**src/rtl/mode_sequencer.sv**
```systemverilog
// mode_sequencer: debounces the panel buttons, browses/enters playable modes with a
// guarded hand-over, and muxes the active mode's buzzer line onto signal.
module mode_sequencer #(
   parameter int NUM_MODES       = 4,
   parameter int MODE_W          = $clog2(NUM_MODES),
   parameter int DEBOUNCE_CYCLES = 2000000,
   parameter int GUARD_CYCLES    = 1000
) (
   input  logic                 clk,
   input  logic                 rst,
   input  logic                 btn_next,
   input  logic                 btn_enter,
   input  logic                 btn_back,
   input  logic [NUM_MODES-1:0] mode_sig,
   output logic [MODE_W-1:0]    mode,
   output logic [MODE_W-1:0]    cursor,
   output logic [NUM_MODES-1:0] mode_en,
   output logic                 busy,
   output logic                 signal
);
   localparam int DB_W = $clog2(DEBOUNCE_CYCLES);
   localparam int GD_W = $clog2(GUARD_CYCLES + 1);
   typedef enum logic [1:0] {MENU, GUARD, ACTIVE} state_t;
   state_t                r_state;
   logic [2:0]            w_raw, w_press;
   logic [2:0]            r_s1, r_s2;
   logic [MODE_W-1:0]     r_mode, r_cursor, r_target, w_cur_nxt;
   logic [GD_W-1:0]       r_gcnt;
   logic [NUM_MODES-1:0]  r_en, w_onehot;
   logic                  r_busy, r_signal;
   assign w_raw     = {btn_back, btn_enter, btn_next};
   assign w_cur_nxt = (r_cursor == MODE_W'(NUM_MODES - 1)) ? MODE_W'(1) : r_cursor + MODE_W'(1);
   assign w_onehot  = NUM_MODES'(1) << r_target;
   assign mode      = r_mode;
   assign cursor    = r_cursor;
   assign mode_en   = r_en;
   assign busy      = r_busy;
   assign signal    = r_signal;
   always_ff @(posedge clk) begin
      if (!rst) begin
         r_s1 <= '0;
         r_s2 <= '0;
      end else begin
         r_s1 <= w_raw;
         r_s2 <= r_s1;
      end
   end
   // press fires on the same edge the accepted level rises, so the FSM reacts one edge later
   for (genvar b = 0; b < 3; b++) begin : g_db
      logic [DB_W-1:0] r_cnt;
      logic            r_acc, r_press;
      always_ff @(posedge clk) begin
         if (!rst) begin
            r_cnt   <= '0;
            r_acc   <= 1'b0;
            r_press <= 1'b0;
         end else begin
            r_press <= 1'b0;
            if (r_s2[b] == r_acc) r_cnt <= '0;
            else if (r_cnt == DB_W'(DEBOUNCE_CYCLES - 1)) begin
               r_cnt   <= '0;
               r_acc   <= r_s2[b];
               r_press <= r_s2[b];
            end else r_cnt <= r_cnt + DB_W'(1);
         end
      end
      assign w_press[b] = r_press;
   end
   always_ff @(posedge clk) begin
      if (!rst) begin
         r_state  <= MENU;
         r_mode   <= '0;
         r_cursor <= MODE_W'(1);
         r_target <= '0;
         r_gcnt   <= '0;
         r_en     <= '0;
         r_busy   <= 1'b0;
         r_signal <= 1'b0;
      end else begin
         case (r_state)
            MENU: begin
               r_signal <= 1'b0;
               if (!w_press[2]) begin
                  if (w_press[1]) begin
                     r_target <= r_cursor;
                     r_state  <= GUARD;
                     r_busy   <= 1'b1;
                     r_gcnt   <= '0;
                  end else if (w_press[0]) r_cursor <= w_cur_nxt;
               end
            end
            GUARD: begin
               if (r_gcnt == GD_W'(GUARD_CYCLES - 1)) begin
                  r_state <= (r_target == '0) ? MENU : ACTIVE;
                  r_mode  <= r_target;
                  r_en    <= (r_target == '0) ? '0 : w_onehot;
                  r_busy  <= 1'b0;
               end else r_gcnt <= r_gcnt + GD_W'(1);
            end
            ACTIVE: begin
               r_signal <= mode_sig[r_mode];
               if (w_press[2]) begin
                  r_target <= '0;
                  r_state  <= GUARD;
                  r_busy   <= 1'b1;
                  r_gcnt   <= '0;
                  r_en     <= '0;
                  r_signal <= 1'b0;
               end else if (!w_press[1] && w_press[0]) r_cursor <= w_cur_nxt;
            end
            default: r_state <= MENU;
         endcase
      end
   end
endmodule

```
**config.mk**
```make
export PLATFORM = sky130hd
export DESIGN_NAME = mode_sequencer
export DESIGN_NICKNAME = d
export VERILOG_FILES = /design/src/rtl/mode_sequencer.sv
export SDC_FILE = /design/constraint.sdc
export NUM_CORES = 1
export LEC_CHECK = 0
export ABC_AREA = 0
export CAP_MARGIN = 15
export CORE_MARGIN = 2
export CORE_UTILIZATION = 40
export DETAILED_ROUTE_END_ITERATION = 12
export PLACE_DENSITY = 0.63
export SKIP_CTS_REPAIR_TIMING = 1
export SYNTH_ARGS = -nofsm -noshare
export SYNTH_HDL_FRONTEND = slang
export SYNTH_SLANG_ARGS = --single-unit
```
**constraint.sdc**
```tcl
create_clock -name clk -period 1.8 [get_ports clk]
set_input_delay 0.36 -clock clk [delete_from_list [all_inputs] [get_ports clk]]
set_output_delay 0.36 -clock clk [all_outputs]
set_load 0.05 [all_outputs]
```
==> key figures <==
Run status
  – Status: finished, violations left
  – Violations in the final reports: setup timing

Logic synthesis
  – Post-synth top area share: 44.7%
  – Cell variety after synth: 51
  – Post-synthesis sequential element count: 98
  – Mapped Cells: 507
  – Register area share after synthesis: 44.7%
  – Synthesized Nets: 521
  – Synth top area cells: dfxtp_1 (45%), nor2_1 (4.6%), xnor2_1 (4.2%)
  – Synth async-reset ratio: 0%
  – Post-synth EDFFs: 0
  – Syn. warnings: 0
  – Mean post-synth cell area: 8.65 um2
  – Mapped Area: 4390 um2
  – Ys flop type: dfxtp_1
  – Yosys top cell by area: dfxtp_1

Floorplan
  – Die Y: 109 um
  – Cell Rows: 38
  – Die width: 109 um
  – Area of the core: 10,700 um2
  – Starting Density: 40.8%
  – Die ar.: 11,800 um2
  – IO Count: 19

Drt
  – Final wirelength: 9580 um
  – Vias per cell: 5.30
  – DR iter-0 viols: 157
  – Pre-antenna DRT Iters: 4
  – Remaining antenna violation count after routing: 0
  – Via count of the routed design: 3,893
  – DR WL/cell: 13.1 um
  – Drt drc: 0

Global routing
  – Vias in the first global route: 3,588
  – GRT overflow: 0
  – Largest net degree at the start of global routing: 22
  – Initial antenna violation count: 0
  – Tot GR Track Use: 16.3%
  – First-pass GRT wire length: 15,600 um

Placed design
  – IO buf count: 17
  – GP Congestion: 0.849
  – Placed cell areas: 5160 um2
  – Post-DP HPWL: 6830 um

Layout
  – P&R area growth vs syn: 25.9%
  – Final core occ: 51.4%
  – Ant diodes: 0
  – Layout Nets: 603
  – Final instance area: 5520 um2
  – Fraction of layout cells with a size suffix above 1: 22.1%

Pwr
  – Power share of the clock group: 37.3%
  – Cell Pwr Density: 654 nW/um2
  – Switching part of the total: 21.7%
  – Comb pwr share: 2.4%
  – Sequential share of power: 60.3%
  – P_sw: 0.785 mW
  – Pwr Total: 3.61 mW
  – Peak supply drop: 301 uV
  – Int Pwr: 2.83 mW
  – Leakage: 1.84 nW

Setup path
  – Max stage delay cell, worst path: or4_4
  – Crit-path leading delay family: simple AND/OR/NAND/NOR gates
  – CP required: 2.06 ns
  – Worst path buffer plus inverter count: 1
  – Worst EP arrival: 2.22 ns
  – CP Class: register to register
  – Crit-path cells: or4b_1 > or4_4 > o211ai_4 > buf_12 > nor2_1
  – CP Capture Type: register
  – Crit start category: register
  – Max incr delay on CP: 0.59 ns
  – Worst Path Max Fanout: 21

STA
  – Worst Skew: 0.00995 ns
  – Peak Freq: 508 MHz
  – RSZ-0062 raised after global routing: yes
  – Setup Viol. Count Final: 22
  – PnR worst setup slack: -0.167 ns
  – Final Hold Vio Count: 0
  – Fin Hold WS: 0.432 ns
  – Period utilization: 109%
  – Setup TNS Final: -3.36 ns
  – Worst slew margin: 58.9%
  – Fin crit period: 1.97 ns
  – Slew Limit Fails: 0
  – Worst slew pin tran: 0.608 ns

CTS
  – Clk_lat worst skew: 0.36 ns
  – Clk slew on worst S/H paths: 0.09 ns
  – Max H-tree Level: 3
  – TritonCTS clock tree: done
  – CTS sink count: 98
  – Root Buffer: clkbuf_8
  – Clock buffer depth: 2
  – Total clock buffers created by CTS: 9

Job
  – Max Cap Viol: 0

Hold path
  – Hold Path Class: register to register
==> synth_stat cells, types with 7 or more instances <==
cell type / count
nand4_1: 21
xnor2_1: 21
nor3_1: 7
and2_1: 12
or4_1: 12
and4_1: 10
and3_1: 7
nor2_1: 54
o21ai_0: 20
nor4b_1: 7
xor2_1: 20
a21oi_1: 34
nand3_1: 34
dfxtp_1: 98
clkbuf_1: 15
nor4_1: 9
or3_1: 19
nand2_1: 39
o31ai_1: 8
inv_1: 13
==> per-layer routing <==
| layer | wire (um) | vias up | global-route usage, % | share of wire [%] |
|---|---|---|---|---|
| met5 | 0 | - | 0 | 0 |
| met4 | 199 | 0 | 7.14 | 2.1 |
| met3 | 258 | 15 | 2.75 | 2.7 |
| met2 | 4580 | 46 | 28.2 | 48 |
| met1 | 4540 | 1832 | 19.9 | 47 |
| li1 | - | 2000 | - | - |
==> final timing paths <==
check	start	to	slack [ns]	depth (start not counted)
setup / recovery	g_db[1].r_cnt[12]	g_db[1].r_cnt[3]	-0.17	5
hold / removal	g_db[0].r_cnt[0]	g_db[0].r_cnt[0]	0.43	1
setup reg to reg	g_db[1].r_cnt[12]	g_db[1].r_cnt[3]	-0.17	5
hold reg to reg	g_db[0].r_cnt[0]	g_db[0].r_cnt[0]	0.43	1
==> power by group through the flow <==
stage,Clock (mW),Combinational (mW),Sequential (mW)
global placement,0,0.0820,2.23
detailed placement,0,0.0824,2.23
CTS,1.39,0.0830,2.18
finish,1.35,0.0878,2.18
floorplan,0,0.0396,2.23
global route,1.47,0.0958,2.18
==> through the flow <==
step | setup slack (ns) | cells
final | -0.167 | 734
after global routing | -0.245 | 734
after CTS | -0.213 | 728
after detailed placement | -0.198 | 712
after global placement | -0.149 | 712
after floorplan | -0.121 | 507
==> state kept, by name (all words and copies together) (netlist names) <==
name          count
r_state           2
r_target          2
busy              1
mode_en           3
cursor            2
signal            1
g_db.r_press      3
r_s1              3
r_s2              3
g_db.r_acc        3
r_gcnt           10
g_db.r_cnt       63
mode              2
==> cells by family after synthesis <==
| kind of cell | share of synthesized area, % |
|---|---|
| multiplexers | 0.514 |
| other | 0.0855 |
| AND/OR/NAND/NOR | 31.3 |
| buffers and inverters | 3.00 |
| flip-flops | 44.7 |
| adder cells (fa/ha/maj) | 1.43 |
| XOR/XNOR | 8.19 |
| AO/OA/AOI/OAI | 10.8 |
==> worst reg2reg max path: cells and delay by family, from the launching register on <==
| family | cells | cell delay [ns] |
|---|---|---|
| and+or+nand+nor | 3 | 1.18 |
| DFF | 1 | 0.32 |
| buffers and inverters | 1 | 0.18 |
| AOI/OAI and AO/OA | 1 | 0.20 |
==> cell type report <==
cell class                 count  area, um2
clock buffer                  12        165
clock inverter                 4       25.0
fill                        1004       5230
inverter                      14       52.6
multi-input combinational    377       2400
sequential                    98       1970
tap                          140        175
timing repair buffer          89        729
==> cell usage in the layout (no fill, tap or decap), types with 13 or more instances in the layout <==
| cell type | n |
|---|---|
| a21oi_1 | 32 |
| buf_4 | 76 |
| dfxtp_1 | 89 |
| inv_1 | 13 |
| nand2_1 | 39 |
| nand3_1 | 32 |
| nand4_1 | 21 |
| nor2_1 | 54 |
| o21ai_0 | 19 |
| or3_1 | 17 |
| xnor2_1 | 21 |
| xor2_1 | 20 |
No activity file was read; power rests on OpenSTA's default activity.
